## src/rtl/segasys1_sndcmd.sv

```systemverilog
// Sound-command mailbox between the main CPU and the sound CPU with NMI handshake.
// Define SEGASYS1_SNDFIFO_EN for a 4-entry queue; otherwise a single overwriting latch.
module segasys1_sndcmd #(
  parameter int HOLD_CYC = 16
) (
  input  logic       CLK48M,
  input  logic       RESET,
  input  logic       MWR,
  input  logic [7:0] MDATA,
  input  logic       SRD,
  output logic [7:0] SDATA,
  output logic       SNMI,
  output logic       PEND,
  output logic [2:0] COUNT,
  output logic       OVF,
  input  logic       OVF_CLR
);

  localparam logic [1:0] ST_IDLE   = 2'd0;
  localparam logic [1:0] ST_ASSERT = 2'd1;
  localparam logic [1:0] ST_HOLD   = 2'd2;

  localparam int HW = (HOLD_CYC > 1) ? $clog2(HOLD_CYC) : 1;
  localparam logic [HW-1:0] HOLD_LAST = HW'(HOLD_CYC - 1);

  logic          mwr_q, srd_q, rst_q;
  logic [1:0]    state_q, state_d;
  logic [HW-1:0] hold_q, hold_d;
  logic [2:0]    count_q, count_d;
  logic [7:0]    sdata_q, sdata_d;
  logic          snmi_q, snmi_d;
  logic          pend_q, ovf_q, ovf_d;

  logic          mwr_edge_s, srd_edge_s, pop_s, push_ok_s, ovf_set_s;
  logic [7:0]    head_s;

  // rst_q masks the first cycle after reset so a level already high is not an edge
  assign mwr_edge_s = MWR & ~mwr_q & ~rst_q;
  assign srd_edge_s = SRD & ~srd_q & ~rst_q;
  assign pop_s      = srd_edge_s & (state_q == ST_ASSERT);

`ifdef SEGASYS1_SNDFIFO_EN
  logic [7:0] mem_q [4];
  logic [1:0] wp_q, rp_q;
  logic       full_s;

  assign full_s    = (count_q == 3'd4);
  assign push_ok_s = mwr_edge_s & (~full_s | pop_s);
  assign ovf_set_s = mwr_edge_s & full_s & ~pop_s;
  assign head_s    = mem_q[rp_q];

  always_comb begin
    count_d = count_q;
    case ({push_ok_s, pop_s})
      2'b10:   count_d = count_q + 3'd1;
      2'b01:   count_d = count_q - 3'd1;
      default: count_d = count_q;
    endcase
  end

  always_ff @(posedge CLK48M) begin
    if (RESET) begin
      wp_q <= 2'd0;
      rp_q <= 2'd0;
      for (int i = 0; i < 4; i++) mem_q[i] <= 8'h00;
    end else begin
      if (push_ok_s) begin
        mem_q[wp_q] <= MDATA;
        wp_q        <= wp_q + 2'd1;
      end
      if (pop_s) rp_q <= rp_q + 2'd1;
    end
  end
`else
  logic [7:0] byte_q;

  assign push_ok_s = mwr_edge_s;
  assign ovf_set_s = mwr_edge_s & count_q[0] & ~pop_s;
  assign head_s    = byte_q;

  always_comb begin
    count_d = count_q;
    if (push_ok_s)  count_d = 3'd1;
    else if (pop_s) count_d = 3'd0;
    else            count_d = count_q;
  end

  always_ff @(posedge CLK48M) begin
    if (RESET)          byte_q <= 8'h00;
    else if (push_ok_s) byte_q <= MDATA;
    else                byte_q <= byte_q;
  end
`endif

  assign ovf_d = ovf_set_s | (ovf_q & ~OVF_CLR);

  // SDATA tracks the head only while asserting; otherwise it keeps the last byte shown
  always_comb begin
    state_d = state_q;
    hold_d  = hold_q;
    snmi_d  = snmi_q;
    sdata_d = sdata_q;
    case (state_q)
      ST_IDLE: begin
        snmi_d = 1'b0;
        if (count_q != 3'd0) begin
          state_d = ST_ASSERT;
          snmi_d  = 1'b1;
          sdata_d = head_s;
        end else begin
          state_d = ST_IDLE;
        end
      end
      ST_ASSERT: begin
        if (pop_s) begin
          state_d = ST_HOLD;
          snmi_d  = 1'b0;
          hold_d  = HOLD_LAST;
        end else begin
          snmi_d  = 1'b1;
          sdata_d = head_s;
        end
      end
      ST_HOLD: begin
        snmi_d = 1'b0;
        if (hold_q == '0) begin
          if (count_q != 3'd0) begin
            state_d = ST_ASSERT;
            snmi_d  = 1'b1;
            sdata_d = head_s;
          end else begin
            state_d = ST_IDLE;
          end
        end else begin
          hold_d = hold_q - HW'(1);
        end
      end
      default: begin
        state_d = ST_IDLE;
        snmi_d  = 1'b0;
        hold_d  = '0;
      end
    endcase
  end

  always_ff @(posedge CLK48M) begin
    rst_q <= RESET;
    if (RESET) begin
      mwr_q   <= 1'b0;
      srd_q   <= 1'b0;
      state_q <= ST_IDLE;
      hold_q  <= '0;
      count_q <= 3'd0;
      sdata_q <= 8'h00;
      snmi_q  <= 1'b0;
      pend_q  <= 1'b0;
      ovf_q   <= 1'b0;
    end else begin
      mwr_q   <= MWR;
      srd_q   <= SRD;
      state_q <= state_d;
      hold_q  <= hold_d;
      count_q <= count_d;
      sdata_q <= sdata_d;
      snmi_q  <= snmi_d;
      pend_q  <= (count_d != 3'd0);
      ovf_q   <= ovf_d;
    end
  end

  assign SDATA = sdata_q;
  assign SNMI  = snmi_q;
  assign PEND  = pend_q;
  assign COUNT = count_q;
  assign OVF   = ovf_q;

endmodule

```

## config.mk

```make
export PLATFORM = sky130hd
export DESIGN_NAME = segasys1_sndcmd
export DESIGN_NICKNAME = d
export VERILOG_FILES = /design/src/rtl/segasys1_sndcmd.sv
export SDC_FILE = /design/constraint.sdc
export NUM_CORES = 1
export LEC_CHECK = 0
export CAP_MARGIN = 20
export CORE_MARGIN = 1.5
export CORE_UTILIZATION = 50
export CTS_BUF_LIST = sky130_fd_sc_hd__clkbuf_4 sky130_fd_sc_hd__clkbuf_8
export DETAILED_ROUTE_END_ITERATION = 8
export PLACE_DENSITY = 0.78
export SLEW_MARGIN = 20
export SYNTH_ARGS = -nofsm -noshare
export SYNTH_HDL_FRONTEND = slang
export SYNTH_SLANG_ARGS = --single-unit
```

## constraint.sdc

```tcl
create_clock -name CLK48M -period 3.3 [get_ports CLK48M]
set_input_delay 0.99 -clock CLK48M [delete_from_list [all_inputs] [get_ports CLK48M]]
set_output_delay 0.99 -clock CLK48M [all_outputs]
set_load 0.03 [all_outputs]
```

==> results of run 1 <==
==> cells in the mapped netlist, drive strengths merged <==
library cell,n,area (um^2)
or3b,2,20.0
a32oi,1,8.76
xnor2,1,8.76
clkbuf,6,22.5
nand3,2,10.0
inv,7,26.3
a221oi,1,15.0
nand2,17,63.8
or2,2,12.5
a21o,2,15.0
or2b,1,7.51
o32ai,1,8.76
dfxtp,31,621
nor4,1,6.26
a2bb2oi,1,8.76
nor2b,3,18.8
ha,8,100
a2111oi,1,27.5
nand2b,2,12.5
xor2,1,8.76
a22oi,1,7.51
mux2i,10,100
nor3,5,25.0
o211ai,1,7.51
a21oi,15,75.1
and2,5,31.3
nand3b,1,7.51
nor4bb,1,10.0
nor2,15,56.3
==> registers in the layout, indices dropped and copies added, names as in the netlist, 2 cells and up <==
register  cells
byte_q        8
COUNT         3
state_q       2
SDATA         8
hold_q        4
==> where the power goes <==
group	total [W]	internal [W]	switching (W)
clock	0.000304	0.000179	0.000125
sequential	0.000392	0.000385	0.00000710
combinational	0.0000897	0.0000438	0.0000459
==> final timing paths <==
kind | startpoint | to | slack [ns] | cells after the start
setup / recovery | SRD | hold_q[2] | 0.67 | 5
hold / removal | byte_q[6] | byte_q[6] | 0.46 | 2
setup reg to reg | state_q[0] | hold_q[2] | 1.23 | 6
hold reg to reg | byte_q[6] | byte_q[6] | 0.46 | 2
==> layer usage <==
layer  vias up  share of wire  wire (um)  GRT usage
met3         6          0.056        156     0.0765
li1        548              -          -          -
met4         0          0.013         36     0.0750
met1       521           0.42       1160      0.230
met2        31           0.51       1430      0.405
met5         -              0          0          0
==> worst min-delay path, delay by kind of cell, from the launching register on <==
kind	cells	cell delay, ns
and+or+nand+nor	1	0.05
AOI/OAI and AO/OA	1	0.05
DFF	1	0.32
==> final cells by class <==
| class | count | area share |
|---|---|---|
| Sequential cell | 31 | 0.359 |
| Multi-Input combinational cell | 101 | 0.390 |
| Tap cell | 30 | 0.0217 |
| Timing Repair Buffer | 29 | 0.164 |
| Inverter | 7 | 0.0152 |
| Clock inverter | 2 | 0.0203 |
| Clock buffer | 6 | 0.0297 |
==> cell families (layout without fill, tap and decap cells) <==
| kind of cell | count (synthesis) | count (layout) | synth area share |
|---|---|---|---|
| mux | 10 | 10 | 0.0746 |
| flops | 31 | 31 | 0.462 |
| compound gates | 24 | 24 | 0.130 |
| xor+xnor | 2 | 2 | 0.0130 |
| buf+inv | 13 | 44 | 0.0363 |
| fa+ha+maj | 8 | 8 | 0.0746 |
| simple gates | 57 | 57 | 0.210 |
==> through the flow <==
stage	utilization	cell area (um^2)	power, W
2_1_floorplan	-	1340	0.000454
3_3_place_gp	0.656	1640	0.000488
3_5_place_dp	0.656	1640	0.000491
4_1_cts	0.691	1730	0.000796
5_1_grt	0.691	1730	0.000818
6_report	0.691	1730	0.000786
==> results_dict.tcl, run 1 <==
set metrics [dict create \
    netlist_instances 145 \
    die_x_um 54.8 \
    cts_resized 0 \
    rsz0062_at_grt "false" \
    core_mm2 0.00250 \
    path_class "primary input to register" \
    mostFrequentLayoutCell "dfxtp_1" \
    drv_slew 0 \
    hold_viol 0 \
    clockBufferDepth 2 \
    setup_viol 0 \
    gp_congestion 0.688 \
    fin_worst_skew_ns 0.00538 \
    crit_arrival_ns 2.88 \
    fillCellCount 192 \
    htree_num_levels 2 \
    postCtsHoldBufs 0 \
    grt_pass1_vias 1083 \
    cp_slowest_cell "a221oi_2" \
    dr.first_iter.drc_count 18 \
    vdd_drop_max_mv 0.357 \
    grt_pass1_wl_mm 4.55 \
    worst-path-max-fanout 8 \
    place_inst 198 \
    path_clk_slew_ns 0.09 \
    cts_tree "done" \
    hp-class "register to register" \
    viasPerCell 5.37 \
    die_area_mm2 0.00300 \
    critPathTopFamily "compound AO/OA/AOI/OAI gates" \
    clock-root-buffer "clkbuf_4" \
    multiInputGateArea_um2 673 \
    area_growth_pct 28.6 \
    crit_buf_inv 1 \
    clk_latency_ns 0.33 \
    layoutNonFillerInstCount 206 \
    post-cts-setup-buffer-count 0 \
    seq_area_frac_synth 0.462 \
    grt_max_degree 32 \
    diodes 0 \
    row_count 18 \
    post_drt_wl_per_cell_um 13.5 \
    dp_hpwl_mm 2.01 \
    initial_core_util 0.537 \
    ys_warn_count 0 \
    grt_use_total 0.221 \
    worstPathRequired_ns 3.56 \
    whs_ns 0.462 \
    cts_made_buffers 5 \
    maxCapViolations 0 \
    pre_cts_ws_ns 0.385 \
    start_kind "primary input" \
    max_slew_margin 0.618 \
    cpPeakStageDelay_ns 0.57 \
    die_h_um 54.8 \
    tightest_slew_ns 0.573 \
    min_period_over_period 0.796 \
    setup_ws_ns 0.673 \
    cts_sinks 31 \
    crit_path_cell_trace "clkdlybuf4s50_1 -> or3b_2 -> a221oi_2 -> nand3_1 -> a21oi_1" \
    leakage_nw 0.679 \
    syn_avg_cell_area_um2 9.26 \
    port_buffers 26 \
    finalWirelength_mm 2.78 \
    p_per_area_mw_per_mm2 455 \
    period_minus_slack_ns 2.63 \
    status "completed" \
    fin_tns_setup_ns 0 \
    postRouteAntennaNets 0 \
    io_pins 27 \
    synth_fp_nets 166 \
    drc 0 \
    dr.pass1.iters 4 \
    dr_total_vias 1106 \
    final_nets 196 \
    synth_seq_cells 31 \
    synth_cell_type_count 30 \
    endpoint_kind "register" \
    syn-cell-area_mm2 0.00134 \
    fmaxAchievable_ghz 0.381 \
    mostFrequentLayoutCells "dfxtp_1, clkdlybuf4s50_1, nand2_1" \
    globalRouteOverflowTotal 0 \
    drive_gt1_frac 0.0966 \
    register_area_um2 621 \
    antenna_found_initial 0 \
]
Power figures use the tool's default switching activity.
==> inputs of run 2 (changes only) <==
==> constraint.sdc (replaced) <==
create_clock -name CLK48M -period 2.5 [get_ports CLK48M]
set_input_delay 0.75 -clock CLK48M [delete_from_list [all_inputs] [get_ports CLK48M]]
set_output_delay 0.75 -clock CLK48M [all_outputs]
set_load 0.03 [all_outputs]
==> results_dict.tcl, run 2 (synthesis gave the netlist of run 1 again) <==
set metrics [dict create \
    status "completed" \
    r2r-end "SDATA[3]" \
    grt_pass1_vias 1119 \
    gp_congestion 0.690 \
    fmaxAchievable_ghz 0.452 \
    dpl_cell_area_mm2 0.00166 \
    cts_made_buffers 5 \
    grt_use_total 0.221 \
    timing.rr.start "hold_q[0]" \
    maxCapViolations 0 \
    grt_max_degree 13 \
    area_growth_pct 27.6 \
    tightest_slew_ns 0.488 \
    io_pins 27 \
    cp_slowest_cell "or3b_2" \
    period_minus_slack_ns 2.21 \
    fin_worst_skew_ns 0.00423 \
    die_h_um 54.8 \
    start_kind "primary input" \
    clk_latency_ns 0.32 \
    viasPerCell 5.21 \
    hp-class "register to register" \
    vdd_drop_max_mv 0.430 \
    drc 0 \
    mostFrequentLayoutCell "dfxtp_1" \
    path_clk_slew_ns 0.10 \
    crit_arrival_ns 2.46 \
    core_mm2 0.00250 \
    r2r_cells 7 \
    post_drt_wl_per_cell_um 13.1 \
    globalRouteOverflowTotal 0 \
    endpoint_kind "register" \
    cp.depth 6 \
    path_class "primary input to register" \
    finalWirelength_mm 2.72 \
    min_period_over_period 0.884 \
    dr_total_vias 1084 \
    postRouteAntennaNets 0 \
    p_per_area_mw_per_mm2 542 \
    cts_resized 0 \
    crit_path_cell_trace "clkdlybuf4s50_1 -> or3b_2 -> a221oi_2 -> buf_4 -> nand3_1 -> a21oi_1" \
    critPathTopFamily "buffers and inverters" \
    die_area_mm2 0.00300 \
    diodes 0 \
    htree_num_levels 2 \
    setup_ws_ns 0.289 \
    worstPathRequired_ns 2.75 \
    mostFrequentLayoutCells "dfxtp_1, clkdlybuf4s50_1, nand2_1" \
    dr.first_iter.drc_count 15 \
    finalInstanceArea_mm2 0.00171 \
    min_from "byte_q[2]" \
    grt_pass1_wl_mm 4.60 \
    dp_hpwl_mm 2.04 \
    crit_buf_inv 2 \
    final_nets 198 \
    fin_util 0.685 \
    pre_cts_ws_ns -0.00444 \
    rsz0062_at_grt "false" \
    clockBufferDepth 2 \
    drive_gt1_frac 0.107 \
    initial_core_util 0.537 \
    drv_slew 0 \
    clock-root-buffer "clkbuf_4" \
    antenna_found_initial 0 \
    dr.pass1.iters 4 \
    die_x_um 54.8 \
    cts_sinks 31 \
    postCtsHoldBufs 0 \
    setup_viol 0 \
    worst-path-max-fanout 8 \
    row_count 18 \
    max_slew_margin 0.671 \
    hold_viol 0 \
    port_buffers 26 \
    ff2ff_setup_slack_ns 0.50 \
    min_to "byte_q[2]" \
    leakage_nw 0.673 \
    hold_depth 2 \
    cpPeakStageDelay_ns 0.51 \
    cts_tree "done" \
    post-cts-setup-buffer-count 0 \
]
-- run 2: changes by cell type in the layout (fill, tap and decap cells not counted) --
cell	delta
clkbuf_4	+1
clkinvlp_4	+1
clkbuf_8	-1
bufinv_16	-1
buf_4	+2
-- run 2: how the worst max path moves through the flow --
stage | startpoint | end | slack (ns)
6_report | SRD | hold_q[0] | 0.29
5_1_grt | SRD | hold_q[1] | 0.21
4_1_cts | COUNT[0] | COUNT[0] | 0.30
3_5_place_dp | SRD | hold_q[0] | -0.004
3_3_place_gp | SRD | hold_q[1] | 0.02
2_1_floorplan | SRD | hold_q[1] | 0.49
-- run 2: per-stage QoR --
| step | hold slack [ns] | cells | power [W] | setup TNS [ns] |
|---|---|---|---|---|
| final | 0.460 | 208 | 0.000928 | 0 |
| after global routing | 0.489 | 208 | 0.000971 | 0 |
| after CTS | 0.460 | 208 | 0.000939 | 0 |
| after floorplan | 0.436 | 145 | 0.000600 | 0 |
| after global placement | 0.442 | 200 | 0.000647 | 0 |
| after detailed placement | 0.446 | 200 | 0.000651 | -0.00444 |
-- run 2: layout make-up --
cell class                 count  area (um^2)
timing repair buffer          31          298
sequential                    31          621
clock buffer                   6         45.0
clock inverter                 2         12.5
tap                           30         37.5
fill                         195          787
multi-input combinational    101          673
inverter                       7         26.3
-- run 2: tightest hold or removal path, delay by kind of cell, from the launching register on --
kind             cells  cell delay (ns)
AO/OA/AOI/OAI        1             0.05
flip-flops           1             0.32
AND/OR/NAND/NOR      1             0.05
-- run 2: metal layers --
layer  GRT usage  up-vias  routed length (um)
li1            -      555                   -
met2       0.407       22                1400
met3      0.0738        5                 116
met1       0.227      502                1160
met5           0        -                   0
met4      0.0875        0                  35
-- run 2: report_power, final --
group | internal [W] | switching [W] | leakage [nW]
Combinational | 0.0000601 | 0.0000610 | 0.389
Sequential | 0.000508 | 0.00000952 | 0.252
Clock | 0.000119 | 0.000170 | 0.0317
